## config.mk

```make
export PLATFORM = sky130hd
export DESIGN_NAME = hazard_ctrl
export DESIGN_NICKNAME = d
export VERILOG_FILES = /design/src/rtl/hazard_ctrl.sv
export SDC_FILE = /design/constraint.sdc
export NUM_CORES = 1
export LEC_CHECK = 0
export BUFFER_PORTS_ARGS = -buffer_cell sky130_fd_sc_hd__buf_2
export CAP_MARGIN = 20
export CORE_MARGIN = 4
export CORE_UTILIZATION = 25
export DETAILED_ROUTE_END_ITERATION = 16
export HOLD_SLACK_MARGIN = 0.12
export PLACE_DENSITY = 0.66
export SETUP_SLACK_MARGIN = 0.1
export SLEW_MARGIN = 0
export SYNTH_ARGS = -nofsm -noshare
export SYNTH_HDL_FRONTEND = slang
export SYNTH_SLANG_ARGS = --single-unit
```

## constraint.sdc

```tcl
create_clock -name clk -period 1.6 [get_ports clk]
set_input_delay 0.08 -clock clk [delete_from_list [all_inputs] [get_ports clk]]
set_output_delay 0.08 -clock clk [all_outputs]
set_load 0.02 [all_outputs]
```

## src/rtl/hazard_ctrl.sv

```systemverilog
// Pipeline hazard controller: load-use stall, branch flush, mul/div sequencing.
// Optional stall counter enabled by HAZARD_CTRL_PERF_EN.
module hazard_ctrl #(
  parameter int MD_LAT = 32,
  parameter int CNT_W  = 32
) (
  input  logic             clk,
  input  logic             rstb,
  input  logic             IdEx_MemRead,
  input  logic [4:0]       IdEx_RegRd,
  input  logic             IdEx_MdStart,
  input  logic [4:0]       IfId_RegRs1,
  input  logic [4:0]       IfId_RegRs2,
  input  logic             IfId_UseRs2,
  input  logic             Ex_BranchTaken,
  output logic             Pc_Write,
  output logic             IfId_Write,
  output logic             IfId_Flush,
  output logic             IdEx_Bubble,
  output logic             IdEx_Hold,
  output logic             ExMem_Bubble,
  output logic             Md_Start,
  output logic             Md_Busy,
  output logic             Md_Done,
  output logic [CNT_W-1:0] Stall_Cnt
);

  localparam int MW = $clog2(MD_LAT);
  localparam logic [MW-1:0] MD_INIT = MW'(MD_LAT - 2);

  typedef enum logic {
    RUN,
    MD_WAIT
  } state_t;

  state_t        state_q, state_d;
  logic [MW-1:0] md_cnt_q, md_cnt_d;

  logic load_use;
  logic pc_w, ifid_w, ifid_fl;
  logic idex_bub, idex_hold, exmem_bub;
  logic md_start, md_busy, md_done;

  assign load_use = IdEx_MemRead
                  && (IdEx_RegRd != 5'd0)
                  && ((IdEx_RegRd == IfId_RegRs1)
                   || (IfId_UseRs2
                    && (IdEx_RegRd == IfId_RegRs2)));

  // Next state and hazard controls from current state and inputs.
  always_comb begin
    state_d   = state_q;
    md_cnt_d  = md_cnt_q;
    pc_w      = 1'b1;
    ifid_w    = 1'b1;
    ifid_fl   = 1'b0;
    idex_bub  = 1'b0;
    idex_hold = 1'b0;
    exmem_bub = 1'b0;
    md_start  = 1'b0;
    md_busy   = 1'b0;
    md_done   = 1'b0;
    unique case (state_q)
      RUN: begin
        if (IdEx_MdStart) begin
          md_start  = 1'b1;
          md_busy   = 1'b1;
          pc_w      = 1'b0;
          ifid_w    = 1'b0;
          idex_hold = 1'b1;
          exmem_bub = 1'b1;
          md_cnt_d  = MD_INIT;
          state_d   = MD_WAIT;
        end else if (Ex_BranchTaken) begin
          ifid_fl  = 1'b1;
          idex_bub = 1'b1;
        end else if (load_use) begin
          pc_w     = 1'b0;
          ifid_w   = 1'b0;
          idex_bub = 1'b1;
        end
      end
      MD_WAIT: begin
        md_busy = 1'b1;
        if (md_cnt_q != '0) begin
          pc_w      = 1'b0;
          ifid_w    = 1'b0;
          idex_hold = 1'b1;
          exmem_bub = 1'b1;
          md_cnt_d  = md_cnt_q - 1'b1;
        end else begin
          md_done = 1'b1;
          state_d = RUN;
          if (load_use) begin
            pc_w     = 1'b0;
            ifid_w   = 1'b0;
            idex_bub = 1'b1;
          end
        end
      end
    endcase
  end

  // State and mul/div countdown registers.
  always_ff @(posedge clk or negedge rstb) begin
    if (!rstb) begin
      state_q  <= RUN;
      md_cnt_q <= '0;
    end else begin
      state_q  <= state_d;
      md_cnt_q <= md_cnt_d;
    end
  end

  // Reset holds the pipeline frozen with NOPs in flight.
  always_comb begin
    Pc_Write     = pc_w;
    IfId_Write   = ifid_w;
    IfId_Flush   = ifid_fl;
    IdEx_Bubble  = idex_bub;
    IdEx_Hold    = idex_hold;
    ExMem_Bubble = exmem_bub;
    Md_Start     = md_start;
    Md_Busy      = md_busy;
    Md_Done      = md_done;
    if (!rstb) begin
      Pc_Write     = 1'b0;
      IfId_Write   = 1'b0;
      IfId_Flush   = 1'b1;
      IdEx_Bubble  = 1'b1;
      IdEx_Hold    = 1'b0;
      ExMem_Bubble = 1'b1;
      Md_Start     = 1'b0;
      Md_Busy      = 1'b0;
      Md_Done      = 1'b0;
    end
  end

`ifdef HAZARD_CTRL_PERF_EN
  logic [CNT_W-1:0] stall_cnt_q, stall_cnt_d;

  // Saturating count of cycles with the PC frozen.
  always_comb begin
    stall_cnt_d = stall_cnt_q;
    if (!Pc_Write && !(&stall_cnt_q))
      stall_cnt_d = stall_cnt_q + CNT_W'(1);
  end

  // Stall counter register.
  always_ff @(posedge clk or negedge rstb) begin
    if (!rstb) stall_cnt_q <= '0;
    else       stall_cnt_q <= stall_cnt_d;
  end

  assign Stall_Cnt = stall_cnt_q;
`else
  assign Stall_Cnt = '0;
`endif

endmodule
```

### Word level (Yosys, flattened, before mapping)

Cells that the tools add are included.

| word-level totals | value |
|---|---|
| output and inout bits | 41 |
| word-level logic and storage cells | 46 |
| input port bits | 21 |
| register bits after elaboration | 6 |

| operators by class | value |
|---|---|
| bitwise logic cells | 1 |
| eq/ne operators | 4 |
| mux-type cells | 31 |
| reductions and logical operators | 7 |
| $add $sub $neg | 1 |

Operators by type and width:

| kind | count |
|---|---|
| $mux W1 | 24 |
| $eq A5 B5 Y1 | 2 |
| $mux W5 | 2 |
| $pmux W5 S2 | 1 |
| $reduce_bool A5 Y1 | 2 |
| $pmux W1 S2 | 4 |
| $sub A5 B1 Y5 const B | 1 |
| $logic_and A1 B1 Y1 | 3 |
| $ne A2 B1 Y1 const B | 1 |
| $ne A2 B2 Y1 const B | 1 |
| $reduce_and A2 Y1 | 1 |
| $logic_or A1 B1 Y1 | 1 |
| $not A1 Y1 | 1 |

### Logic depth before layout (Yosys ltp)

| depth | value |
|---|---|
| word-level depth | 9 |
| depth in mapped cells | 7 |

### Least setup slack after synthesis

Ideal clock, no wire load.

| path | value |
|---|---|
| kind | register -> output |
| start | register md_cnt_q[0] |
| end | output port Pc_Write |
| path slack | -0.215 ns |
| buffers on the path | 1 |
| data arrival time | 1.735 ns |
| stages on the path, launching flop included | 8 |
| data required time | 1.520 ns |
| path through | dfrtp_1 -> inv_1 -> ha_1 -> nor4b_4 -> a21oi_2 -> nand2b_4 -> o21ba_1 -> buf_4 |

| between the ends | value |
|---|---|
| word-level cells in the longest chain between the ends | 4 |

Ends and longest elaborated chain:

| what | line | source |
|---|---|---|
| from (decl) | 37 | `logic [MW-1:0] md_cnt_q, md_cnt_d;` |
| from (signal assigned) | 111 | `md_cnt_q <= md_cnt_d;` |
| $reduce_bool A5 Y1 | 85 | `if (md_cnt_q != '0) begin` |
| $mux W1 | -- |  |
| $pmux W1 S2 | -- |  |
| $mux W1 | -- |  |
| to (decl) | 16 | `output logic Pc_Write,` |

No other way between the ends.

### Final worst setup path

| path | value |
|---|---|
| start | register md_cnt_q[1] |
| end | output port Pc_Write |

| between the ends | value |
|---|---|
| word-level cells in the longest chain between the ends | 4 |

Ends and longest elaborated chain:

| what | line | source |
|---|---|---|
| $reduce_bool A5 Y1 | 85 |  |
| $mux W1 | 85 |  |
| $pmux W1 S2 | 63 | `unique case (state_q)` |
| $mux W1 | 126 | `if (!rstb) begin` |

No other way between the ends.

==> summary.txt <==
Total track usage - 9.03%
Leading cell type in the layout, fill and taps excluded - conb_1
Vias in the first global route - 627
Share of layout cells above drive strength 1 - 44.4%
Initial antenna violation count - 0
Vias - 695
Outcome - finished with violations
Max Slew Vio Count - 0
Synthesized area - 774 um^2
Initial DRC count - 22
FP Rows - 19
CP arrival - 1.71 ns
Gr ovfl total - 0
Pleak - 0.537 nW
Final ANT Viol Nets - 0
Pwr Density - 1060 nW/um^2
Clk pwr share - 13.1%
Most frequent cells in the layout - 32 x conb_1, 23 x buf_2, 15 x buf_4, 9 x xor2_1, 6 x dfrtp_1
Die Y-Extent - 63.7 um
CTS Buf Count - 3
FFs w/ async S/R, synth - 100%
Worst Path Required - 1.52 ns
Biggest area consumer among synthesized cells - buf_4
Logic pwr share - 58.8%
Most used flip-flop cell after synthesis - dfrtp_1
CTS Buffer Depth - 2
Register area share after synthesis - 19.4%
Net Sw Frac - 42.7%
Final setup vio count - 8
Total net switching power - 0.467 mW
Core footprint - 2850 um^2
Area share of the largest cell type after synthesis - 32.0%
Routed Wire Length - 1.93 mm
Final hold vios - 0
H-tree depth - 1
Antenna cells - 0
Die Span X - 63.7 um
FMAX - 0.559 GHz
Synth warn - 0
CP endpoint kind - primary output
Internal - 0.627 mW
RSZ-0062 raised after global routing - true
Crit Path Max Fanout - 3
Final Cycle Share - 112%
Setup ws final - -0.188 ns
Sequential Power Share - 28.0%
# DRC - 0
Critical path type - flip-flop to primary output
Worst hold path type - input port to flip-flop
I/O Buffers - 29
Clock latency on the worst-skew pair - 0.25 ns
GP Congestion - 0.814
Max cap viols - 0
Synth unique cells - 30
Pin count of the biggest net entering global routing - 8
Pre-CTS setup slack - -0.00726 ns
Initial Util - 27.1%
Clock slew at reported path FFs - 0.05 ns
CTS Sinks - 6
Worst VDD drop - 0.000597 V
I/O pin count - 62
Number of synthesized flops with an enable pin - 0
Layout area overhead - 33.6%
Synthesized flop and latch total - 6
Final hold slack - 0.161 ns
Clock skew - 0.00875 ns
First-pass GRT wire length - 2.96 mm
Syn Inst Count - 92
CTS tree - done
Fillers - 309
Via density - 4.19
CTS root buf - clkbuf_4
Failing checks - setup timing
1st-pass router iterations - 4
HPWL after detailed placement - 1.56 mm
Avg Inst Size Synth - 8.42 um^2
DR WL/cell - 11.6 um
Min Tclk post-route - 1.79 ns
Die area - 4050 um^2
CP Launch Type - flip-flop
Nets@finish - 160
Synth area leaders - buf_4 32%, dfrtp_1 19%, xor2_1 10%
power by group through the flow:
stage	sequential, mW	clock [mW]	combinational [mW]
after floorplan	0.287	0	0.440
after global placement	0.302	0	0.512
after detailed placement	0.303	0	0.528
after CTS	0.301	0.153	0.585
after global routing	0.321	0.160	0.700
final	0.307	0.144	0.644
cell usage after synthesis, drive strengths merged (2+ instances only):
| library cell | instances |
|---|---|
| nand2 | 3 |
| and3 | 2 |
| ha | 2 |
| nand2b | 3 |
| o21ai | 3 |
| xnor2 | 2 |
| dfrtp | 6 |
| xor2 | 9 |
| nor2 | 7 |
| a211oi | 2 |
| buf | 34 |
| inv | 3 |
| a31oi | 2 |
| a21oi | 2 |
final timing paths:
| path | from | slack (ns) | to | depth (start not counted) |
|---|---|---|---|---|
| setup / recovery | md_cnt_q[1] | -0.19 | Pc_Write | 7 |
| hold / removal | IdEx_MdStart | 0.16 | md_cnt_q[3] | 3 |
| setup reg to reg | md_cnt_q[1] | -0.14 | md_cnt_q[2] | 9 |
| hold reg to reg | md_cnt_q[1] | 0.59 | md_cnt_q[1] | 2 |
| max in group asynchronous | rstb | 0.98 | md_cnt_q[2] | 2 |
| min in group asynchronous | rstb | 0.38 | md_cnt_q[3] | 2 |
kinds of logic (layout without fill, tap and decap cells):
logic type | after synthesis | in the layout | synth area share, %
AOI/OAI and AO/OA | 13 | 13 | 12.0
xor gates and xnor gates | 11 | 11 | 12.4
adders and majority gates | 2 | 2 | 3.23
buffers and inverters | 37 | 49 | 34.1
DFF | 6 | 6 | 19.4
other | 1 | 32 | 0.484
and+or+nand+nor | 22 | 22 | 18.4
timing repair:
action | 4_1_cts | 5_1_grt
resized for setup | 11 | 4
endpoints found under the hold margin | 6 | 0
pin swaps | 3 | 1
setup endpoints to repair | 7 | 12
setup buffers | 5 | 2
hold buffers | 1 | 0
through the flow:
step	power (mW)	util [%]	cells	instance area (um^2)	TNS [ns]
after global routing	1.18	36.3	166	1030	-1.74
after CTS	1.04	35.3	164	1010	-0.903
after global placement	0.814	31.6	155	901	0
after detailed placement	0.831	31.6	155	901	-0.00924
after floorplan	0.727	-	123	928	-0.0492
final	1.09	36.3	166	1030	-0.891
sequential cells by signal, indices dropped and copies added (netlist names):
register	flops
md_cnt_q	5
state_q	1
cell type report:
type	instances	area (um^2)	area share, %
multi-input cells	80	529	51.1
well taps	31	38.8	3.75
flip-flops and latches	6	150	14.5
repair buffers	43	283	27.3
inverters	3	11.3	1.09
clock buffers	3	22.5	2.18
layer usage:
| metal | global-route usage, % | up-vias | wire length [um] |
|---|---|---|---|
| met5 | 0 | - | 0 |
| li1 | - | 330 | - |
| met3 | 5.33 | 0 | 263 |
| met1 | 10.5 | 315 | 740 |
| met4 | 0 | 0 | 0 |
| met2 | 15.1 | 50 | 923 |
critical path: stages, from the launching register on:
cell and delay (ns):
dfrtp_1 0.39, inv_2 0.08, ha_4 0.13, nor4b_4 0.26, a21oi_4 0.11, nand2b_4 0.15, o21ba_4 0.23, buf_6 0.11
(Power assumes the default switching activity.)
